===== config.mk =====
export PLATFORM = sky130hd
export DESIGN_NAME = multi_input_sequencer_flat
export DESIGN_NICKNAME = d
export VERILOG_FILES = /design/src/rtl/multi_input_sequencer_if.sv /design/src/rtl/multi_input_sequencer.sv /design/src/flat_wrapper.sv
export SDC_FILE = /design/constraint.sdc
export NUM_CORES = 1
export LEC_CHECK = 0
export ABC_AREA = 1
export BUFFER_PORTS_ARGS = -buffer_cell sky130_fd_sc_hd__clkbuf_2
export CAP_MARGIN = 20
export CORE_UTILIZATION = 52
export DETAILED_ROUTE_END_ITERATION = 12
export PLACE_DENSITY = 0.82
export SETUP_SLACK_MARGIN = 0.4
export SYNTH_ARGS = -nofsm -noshare
export SYNTH_HDL_FRONTEND = slang
export SYNTH_SLANG_ARGS = --single-unit

===== constraint.sdc =====
create_clock -name clk -period 2 [get_ports clk]
set_clock_uncertainty 0.15 [all_clocks]
set_input_delay 0.4 -clock clk [delete_from_list [all_inputs] [get_ports clk]]
set_output_delay 0.4 -clock clk [all_outputs]
set_load 0.02 [all_outputs]

===== src/rtl/multi_input_sequencer_if.sv =====
// Control/status bundle for the multi-input fluid sequencer.
// The master drives start, abort and the phase setup; the slave drives the actuator and status outputs.
interface multi_input_sequencer_if #(
  parameter int N_CH  = 3,
  parameter int CNT_W = 16
);
  localparam int IDX_W = (N_CH > 1) ? $clog2(N_CH) : 1;

  logic             start;
  logic             abort;
  logic [N_CH-1:0]  ch_en;
  logic [CNT_W-1:0] load_cycles;
  logic [CNT_W-1:0] mix_cycles;
  logic [CNT_W-1:0] hold_cycles;
  logic [N_CH-1:0]  valve_open;
  logic             mix_en;
  logic             trap_open;
  logic [IDX_W-1:0] cur_ch;
  logic             busy;
  logic             done;
  logic             err;

  modport master (
    output start, abort, ch_en, load_cycles, mix_cycles, hold_cycles,
    input  valve_open, mix_en, trap_open, cur_ch, busy, done, err
  );

  modport slave (
    input  start, abort, ch_en, load_cycles, mix_cycles, hold_cycles,
    output valve_open, mix_en, trap_open, cur_ch, busy, done, err
  );
endinterface


===== src/rtl/multi_input_sequencer.sv =====
// Break-before-make valve sequencer: GAP/LOAD per enabled channel, then GAP, MIX, RELEASE, DONE.
// Outputs are registered and take effect the cycle after the edge that samples start/abort; no backpressure.
module multi_input_sequencer #(
  parameter int N_CH    = 3,
  parameter int CNT_W   = 16,
  parameter int MIN_GAP = 2
) (
  input  logic                    clk,
  input  logic                    rst_n,
  multi_input_sequencer_if.slave  bus
);
  localparam int IDX_W = (N_CH > 1) ? $clog2(N_CH) : 1;
  localparam logic [CNT_W-1:0] GAP_CNT = CNT_W'(MIN_GAP);

  typedef enum logic [2:0] {
    S_IDLE, S_GAP, S_LOAD, S_MIX, S_RELEASE, S_DONE, S_ABORT
  } state_t;

  state_t           state_q, state_d;
  logic [CNT_W-1:0] cnt_q, cnt_d;
  logic [N_CH-1:0]  rem_q, rem_d;
  logic [IDX_W-1:0] ch_q, ch_d;
  logic [CNT_W-1:0] load_q, load_d;
  logic [CNT_W-1:0] mix_q, mix_d;
  logic [CNT_W-1:0] hold_q, hold_d;
  logic             err_d;

  logic [N_CH-1:0]  valve_q;
  logic             mix_en_q, trap_q, busy_q, done_q, err_q;

  logic [IDX_W-1:0] nxt_ch;
  logic             nxt_vld;
  logic             last;

  always_comb begin
    nxt_ch  = '0;
    nxt_vld = 1'b0;
    for (int i = N_CH - 1; i >= 0; i--) begin
      if (rem_q[i]) begin
        nxt_ch  = IDX_W'(i);
        nxt_vld = 1'b1;
      end
    end
  end

  // Timed states are only ever entered with a non-zero count, so the
  // counter ends a phase at 1 and never reaches 0 or wraps.
  assign last = (cnt_q <= CNT_W'(1));

  always_comb begin
    state_d = state_q;
    cnt_d   = cnt_q;
    rem_d   = rem_q;
    ch_d    = ch_q;
    load_d  = load_q;
    mix_d   = mix_q;
    hold_d  = hold_q;
    err_d   = 1'b0;

    case (state_q)
      S_IDLE: begin
        if (bus.start && !bus.abort) begin
          if (bus.ch_en != '0) begin
            rem_d   = bus.ch_en;
            load_d  = bus.load_cycles;
            mix_d   = bus.mix_cycles;
            hold_d  = bus.hold_cycles;
            state_d = S_GAP;
            cnt_d   = GAP_CNT;
          end else begin
            err_d = 1'b1;
          end
        end
      end
      S_GAP: begin
        if (!last) begin
          cnt_d = cnt_q - CNT_W'(1);
        end else if (nxt_vld) begin
          ch_d  = nxt_ch;
          rem_d = rem_q & ~(N_CH'(1) << nxt_ch);
          if (load_q != '0) begin
            state_d = S_LOAD;
            cnt_d   = load_q;
          end else begin
            state_d = S_GAP;
            cnt_d   = GAP_CNT;
          end
        end else if (mix_q != '0) begin
          state_d = S_MIX;
          cnt_d   = mix_q;
        end else if (hold_q != '0) begin
          state_d = S_RELEASE;
          cnt_d   = hold_q;
        end else begin
          state_d = S_DONE;
        end
      end
      S_LOAD: begin
        if (last) begin
          state_d = S_GAP;
          cnt_d   = GAP_CNT;
        end else begin
          cnt_d = cnt_q - CNT_W'(1);
        end
      end
      S_MIX: begin
        if (!last) begin
          cnt_d = cnt_q - CNT_W'(1);
        end else if (hold_q != '0) begin
          state_d = S_RELEASE;
          cnt_d   = hold_q;
        end else begin
          state_d = S_DONE;
        end
      end
      S_RELEASE: begin
        if (last) state_d = S_DONE;
        else      cnt_d   = cnt_q - CNT_W'(1);
      end
      S_DONE: state_d = S_IDLE;
      S_ABORT: begin
        if (last) state_d = S_IDLE;
        else      cnt_d   = cnt_q - CNT_W'(1);
      end
      default: state_d = S_IDLE;
    endcase

    // A running abort phase is not restarted by a held abort.
    if (bus.abort && state_q != S_IDLE && state_q != S_ABORT) begin
      state_d = S_ABORT;
      cnt_d   = GAP_CNT;
    end
  end

  always_ff @(posedge clk or negedge rst_n) begin
    if (!rst_n) begin
      state_q  <= S_IDLE;
      cnt_q    <= '0;
      rem_q    <= '0;
      ch_q     <= '0;
      load_q   <= '0;
      mix_q    <= '0;
      hold_q   <= '0;
      valve_q  <= '0;
      mix_en_q <= 1'b0;
      trap_q   <= 1'b0;
      busy_q   <= 1'b0;
      done_q   <= 1'b0;
      err_q    <= 1'b0;
    end else begin
      state_q  <= state_d;
      cnt_q    <= cnt_d;
      rem_q    <= rem_d;
      ch_q     <= ch_d;
      load_q   <= load_d;
      mix_q    <= mix_d;
      hold_q   <= hold_d;
      valve_q  <= (state_d == S_LOAD) ? (N_CH'(1) << ch_d) : '0;
      mix_en_q <= (state_d == S_MIX);
      trap_q   <= (state_d == S_RELEASE);
      busy_q   <= (state_d != S_IDLE);
      done_q   <= (state_d == S_DONE);
      err_q    <= err_d;
    end
  end

  assign bus.valve_open = valve_q;
  assign bus.mix_en     = mix_en_q;
  assign bus.trap_open  = trap_q;
  assign bus.cur_ch     = ch_q;
  assign bus.busy       = busy_q;
  assign bus.done       = done_q;
  assign bus.err        = err_q;
endmodule


===== src/flat_wrapper.sv =====
// flat-port wrapper written by rule: the top's interface ports become plain ports
module multi_input_sequencer_flat 
#(
  parameter int N_CH    = 3,
  parameter int CNT_W   = 16,
  parameter int MIN_GAP = 2
)
  (clk, rst_n, bus_start, bus_abort, bus_ch_en, bus_load_cycles, bus_mix_cycles, bus_hold_cycles, bus_valve_open, bus_mix_en, bus_trap_open, bus_cur_ch, bus_busy, bus_done, bus_err);
  multi_input_sequencer_if #(.N_CH(N_CH), .CNT_W(CNT_W)) bus_i ();
  input  logic clk;
  input  logic rst_n;
  input wire logic [$bits(bus_i.start)-1:0] bus_start;
  input wire logic [$bits(bus_i.abort)-1:0] bus_abort;
  input wire logic [$bits(bus_i.ch_en)-1:0] bus_ch_en;
  input wire logic [$bits(bus_i.load_cycles)-1:0] bus_load_cycles;
  input wire logic [$bits(bus_i.mix_cycles)-1:0] bus_mix_cycles;
  input wire logic [$bits(bus_i.hold_cycles)-1:0] bus_hold_cycles;
  output wire logic [$bits(bus_i.valve_open)-1:0] bus_valve_open;
  output wire logic [$bits(bus_i.mix_en)-1:0] bus_mix_en;
  output wire logic [$bits(bus_i.trap_open)-1:0] bus_trap_open;
  output wire logic [$bits(bus_i.cur_ch)-1:0] bus_cur_ch;
  output wire logic [$bits(bus_i.busy)-1:0] bus_busy;
  output wire logic [$bits(bus_i.done)-1:0] bus_done;
  output wire logic [$bits(bus_i.err)-1:0] bus_err;
  assign bus_i.start = bus_start;
  assign bus_i.abort = bus_abort;
  assign bus_i.ch_en = bus_ch_en;
  assign bus_i.load_cycles = bus_load_cycles;
  assign bus_i.mix_cycles = bus_mix_cycles;
  assign bus_i.hold_cycles = bus_hold_cycles;
  assign bus_valve_open = bus_i.valve_open;
  assign bus_mix_en = bus_i.mix_en;
  assign bus_trap_open = bus_i.trap_open;
  assign bus_cur_ch = bus_i.cur_ch;
  assign bus_busy = bus_i.busy;
  assign bus_done = bus_i.done;
  assign bus_err = bus_i.err;
  multi_input_sequencer #(.N_CH(N_CH), .CNT_W(CNT_W), .MIN_GAP(MIN_GAP)) u_core (.clk(clk), .rst_n(rst_n), .bus(bus_i));
endmodule

==> flow_results.org <==
** Clock tree
- TritonCTS clock tree :: built
- The clock reaches the later pin of the worst-skew pair after ~380 ps.
- Clock sinks :: 80
- In this run the clock root is driven by a sky130_fd_sc_hd__clkbuf_8.
- CTS H-tree depth :: 3
- Number of buffers created by CTS :: 9
- Clock transition time at the flip-flop clock pins of the worst setup and hold paths :: 110 ps
- The clock passes through at most 2 buffers.

** Global routing
- Vias in the first global route :: 5058
- Initial antenna violation count :: 0
- In the global route stage, overall resource usage came out at 35.3%.
- Wire length of the first global-routing pass :: 25.9 mm
- Total congestion overflow :: 0
- Pin count of the biggest net entering global routing :: 39

** Yosys
- Synthesis produced a netlist with a net count of 641.
- Averaged over all synthesized cells, the footprint is 8.01 um2.
- Mapped cell area :: 0.00468 mm2
- The biggest area contributor in the post-synthesis netlist is sky130_fd_sc_hd__dfrtp_1.
- Gate count after technology mapping :: 584
- Yosys attributes the largest share of cell area to sky130_fd_sc_hd__dfrtp_1 (43%), sky130_fd_sc_hd__nand2_1 (12%), sky130_fd_sc_hd__mux2_2 (9.6%), sky130_fd_sc_hd__nor2_1 (6.0%), sky130_fd_sc_hd__nand3_1 (5.2%).
- Leading register cell type out of synthesis :: sky130_fd_sc_hd__dfrtp_1
- Yosys synthesis warning count :: 0
- Counting flops with a built-in enable in the synthesized netlist gives 0.
- In this run, distinct cell masters in the synthesized netlist total 33.
- Counting flops and latches in the post-synthesis netlist gives 80.
- Sequential elements use 42.8% of the synthesized area.
- Fraction of post-synthesis cell area in the top cell type by area :: between 40% and 50%
- Of all flip-flops after synthesis, the portion carrying an async set or reset was 100%.

** STA
- Worst hold slack after final layout :: 98.3 ps
- Unrepaired setup endpoints after global routing :: true
- Final worst path period need :: roughly 2400 ps
- Setup violations remaining at the end of the flow were counted as 30.
- Relative max-transition margin :: 76.3%
- Final Slew Violations :: 0
- Static timing analysis puts the maximum clock frequency at approximately 0.41 GHz.
- Number of hold-slack violations in the final timing report :: 0
- Slew at the pin closest to its max-slew limit :: 353 ps
- Portion of the clock cycle consumed by the worst path in the final layout :: 121%
- Slack of the critical path :: -427 ps

** Worst setup path
- Of all nets on the critical path, the largest fanout is 6.
- The setup path with the least slack is of type flop to flop.
- Data arrives at the worst endpoint at 2560 ps.
- STA classifies the critical path endpoint as a flop.
- Data required, critical path :: about 2100 ps
- The worst setup path is launched from a flop.

** Power and ir drop
- Power per standard cell area :: 1490 mW/mm2
- Post-layout power :: 0.0103 W
- Summed over all cells, the static leakage comes to 3.64 nW.
- VDD IR-drop max :: 0.844 mV

** Flow run
- The tool flagged a number of max-cap violations equal to 0.

** Placed design
- OpenSTA, run right after detailed placement, puts the worst setup slack at -113 ps.
- Routability-driven placement finished with a final weighted congestion of around 1.
- Buffers on Ports :: 64
- HPWL after detailed placement :: 9.42 mm

** Floorplanning
- For this design the top-level I/O count stands at 65.
- The core region is 0.00872 mm2.
- Initial core utilization :: 53.6%
- From left edge to right edge, the die measures between 90 and 100 um.
- Row cnt :: 34
- Die Height :: 96.9 um
- Total Die Area :: 0.00938 mm2

** Routing
- Via density :: roughly 6.5
- In the routed design, unresolved DRC markers number 0.
- The count of nets left with antenna violations once routing finished came out at 0.
- In the final routed layout, each cell accounts on average for approximately 24 um.
- Detailed routing inserted a total of roughly 5700 vias.
- Starting DRT DRC Count :: a little under 900
- Wires add up to 20.6 mm.
- The first detailed-routing pass took 8 iterations.

** Cells and area
- Fraction of final layout cells sized beyond drive strength 1 :: 45.7%
- From synthesis to final layout, the design area changed by 48.1%.
- Number of nets in the layout :: ~820
- Number of diodes added for antenna fixing :: 0

** Worst hold path
- Class of the most critical hold timing path :: input port to flop

** Status
- Status :: complete, but fails checks
- The final reports fail on negative setup slack.
-- path summary, 6_finish.rpt --
| path | startpoint | end | slack [ps] | cells past startpoint |
|---|---|---|---|---|
| hold reg to reg | u_core.load_q[12]$_DFFE_PN0P_ | u_core.load_q[12]$_DFFE_PN0P_ | 410 | 1 |
| setup / recovery | u_core.cnt_q[0]$_DFFE_PN0P_ | u_core.cnt_q[7]$_DFFE_PN0P_ | -430 | 12 |
| setup reg to reg | u_core.cnt_q[0]$_DFFE_PN0P_ | u_core.cnt_q[7]$_DFFE_PN0P_ | -430 | 12 |
| max in group asynchronous | rst_n | u_core.hold_q[10]$_DFFE_PN0P_ | 740 | 3 |
| min in group asynchronous | rst_n | u_core.cnt_q[2]$_DFFE_PN0P_ | 310 | 2 |
| hold / removal | bus_load_cycles[14] | u_core.load_q[14]$_DFFE_PN0P_ | 100 | 2 |
-- worst max-delay path: stages (launching register included) --
cell	delay, ps
sky130_fd_sc_hd__dfrtp_1	470
sky130_fd_sc_hd__inv_2	120
sky130_fd_sc_hd__ha_4	150
sky130_fd_sc_hd__o21ai_2	60
sky130_fd_sc_hd__nor2_2	180
sky130_fd_sc_hd__nand3_4	170
sky130_fd_sc_hd__buf_6	190
sky130_fd_sc_hd__nor2_8	180
sky130_fd_sc_hd__buf_6	160
sky130_fd_sc_hd__nand2_1	100
sky130_fd_sc_hd__o21ai_0	120
sky130_fd_sc_hd__a21oi_1	90
sky130_fd_sc_hd__o21ai_0	200
-- Yosys cell counts, types with 2 or more instances --
library cell,count
sky130_fd_sc_hd__o21ai_0,28
sky130_fd_sc_hd__nor3_1,4
sky130_fd_sc_hd__buf_2,8
sky130_fd_sc_hd__o21ai_1,4
sky130_fd_sc_hd__dfrtp_1,80
sky130_fd_sc_hd__buf_4,2
sky130_fd_sc_hd__o21bai_4,2
sky130_fd_sc_hd__nand2_1,144
sky130_fd_sc_hd__nor2_2,7
sky130_fd_sc_hd__a21boi_1,3
sky130_fd_sc_hd__mux2_2,40
sky130_fd_sc_hd__nor2_1,75
sky130_fd_sc_hd__nand3_1,49
sky130_fd_sc_hd__nand2_4,2
sky130_fd_sc_hd__xor2_1,5
sky130_fd_sc_hd__nand4_1,4
sky130_fd_sc_hd__nand3_2,4
sky130_fd_sc_hd__a21oi_1,24
sky130_fd_sc_hd__nor2_4,7
sky130_fd_sc_hd__nand3b_1,2
sky130_fd_sc_hd__buf_6,2
sky130_fd_sc_hd__o211ai_1,6
sky130_fd_sc_hd__inv_1,53
sky130_fd_sc_hd__ha_1,2
sky130_fd_sc_hd__nand2_2,13
sky130_fd_sc_hd__inv_2,7
-- state kept, by name, indices dropped and copies added (netlist names) --
signal / flops
u_core.bus.busy: 1
u_core.rem_q: 3
u_core.bus.cur_ch: 2
u_core.bus.valve_open: 3
u_core.bus.mix_en: 1
u_core.bus.done: 1
u_core.bus.err: 1
u_core.hold_q: 16
u_core.cnt_q: 16
u_core.mix_q: 16
u_core.bus.trap_open: 1
u_core.state_q: 3
u_core.load_q: 16
-- routing by layer --
layer / GRT usage, % / vias to the layer above / wire [um]
met5: 0 / - / 0
met2: 58.2 / 618 / 9160
met3: 6.79 / 240 / 2370
met4: 22.7 / 0 / 2210
li1: - / 2249 / -
met1: 42.1 / 2598 / 6850
-- where the power goes --
group	switching (W)	internal, W
sequential	0.000654	0.00226
combinational	0.00340	0.00277
clock	0.000748	0.000493
total	0.00480	0.00552
-- what timing repair did --
action / 4_1_cts / 5_1_grt
pin swaps: 19 / 25
hold endpoints to repair: 21 / 0
gates cloned: 6 / 1
setup endpoints to repair: 79 / 79
buffers inserted: 16 / 19
resized for setup: 87 / 85
hold buffers: 1 / 0
-- layout by cell type, fill, tap and decap left out, types with 9 or more instances in the layout --
master                     synthesis  layout
sky130_fd_sc_hd__a21oi_1          24      14
sky130_fd_sc_hd__a21oi_2           1       9
sky130_fd_sc_hd__buf_4             2      81
sky130_fd_sc_hd__buf_6             2      20
sky130_fd_sc_hd__clkbuf_2          0      63
sky130_fd_sc_hd__clkbuf_8          0       9
sky130_fd_sc_hd__dfrtp_1          80      78
sky130_fd_sc_hd__inv_1            53      46
sky130_fd_sc_hd__inv_2             7      10
sky130_fd_sc_hd__mux2_4            0      40
sky130_fd_sc_hd__nand2_1         144     130
sky130_fd_sc_hd__nand2_2          13      17
sky130_fd_sc_hd__nand2_4           2      11
sky130_fd_sc_hd__nand3_1          49      45
sky130_fd_sc_hd__nor2_1           75      53
sky130_fd_sc_hd__nor2_2            7      21
sky130_fd_sc_hd__nor2_4            7      15
sky130_fd_sc_hd__o21ai_0          28      19
-- cell type report --
class                   instances  area (um2)
repair buffers                179        1480
fillers                       452        1790
multi-input cells             430        2860
flip-flops and latches         80        2000
clock inverters                 7        72.6
well taps                     108         135
clock buffers                   9         124
inverters                      61         249
-- metrics by stage --
step / cells / instance area, um2 / utilization (%) / TNS, ps
global placement: 815 / 5670 / 65.0 / -234
floorplan: 584 / 4710 / - / 0
detailed placement: 815 / 5670 / 65.0 / -704
CTS: 854 / 6450 / 74.0 / -121
finish: 874 / 6930 / 79.5 / -7640
global route: 874 / 6930 / 79.5 / -10170
-- cell families (layout without fill, tap and decap cells) --
group / Yosys count / count (layout) / synth area share (%)
AO/OA/AOI/OAI: 69 / 69 / 8.88
XOR/XNOR: 5 / 5 / 0.936
adder cells (fa/ha/maj): 2 / 2 / 0.535
buffers and inverters: 74 / 256 / 6.66
flip-flops: 80 / 80 / 42.8
multiplexers: 40 / 40 / 9.63
AND/OR/NAND/NOR: 314 / 314 / 30.6
(Power assumes the default switching activity.)
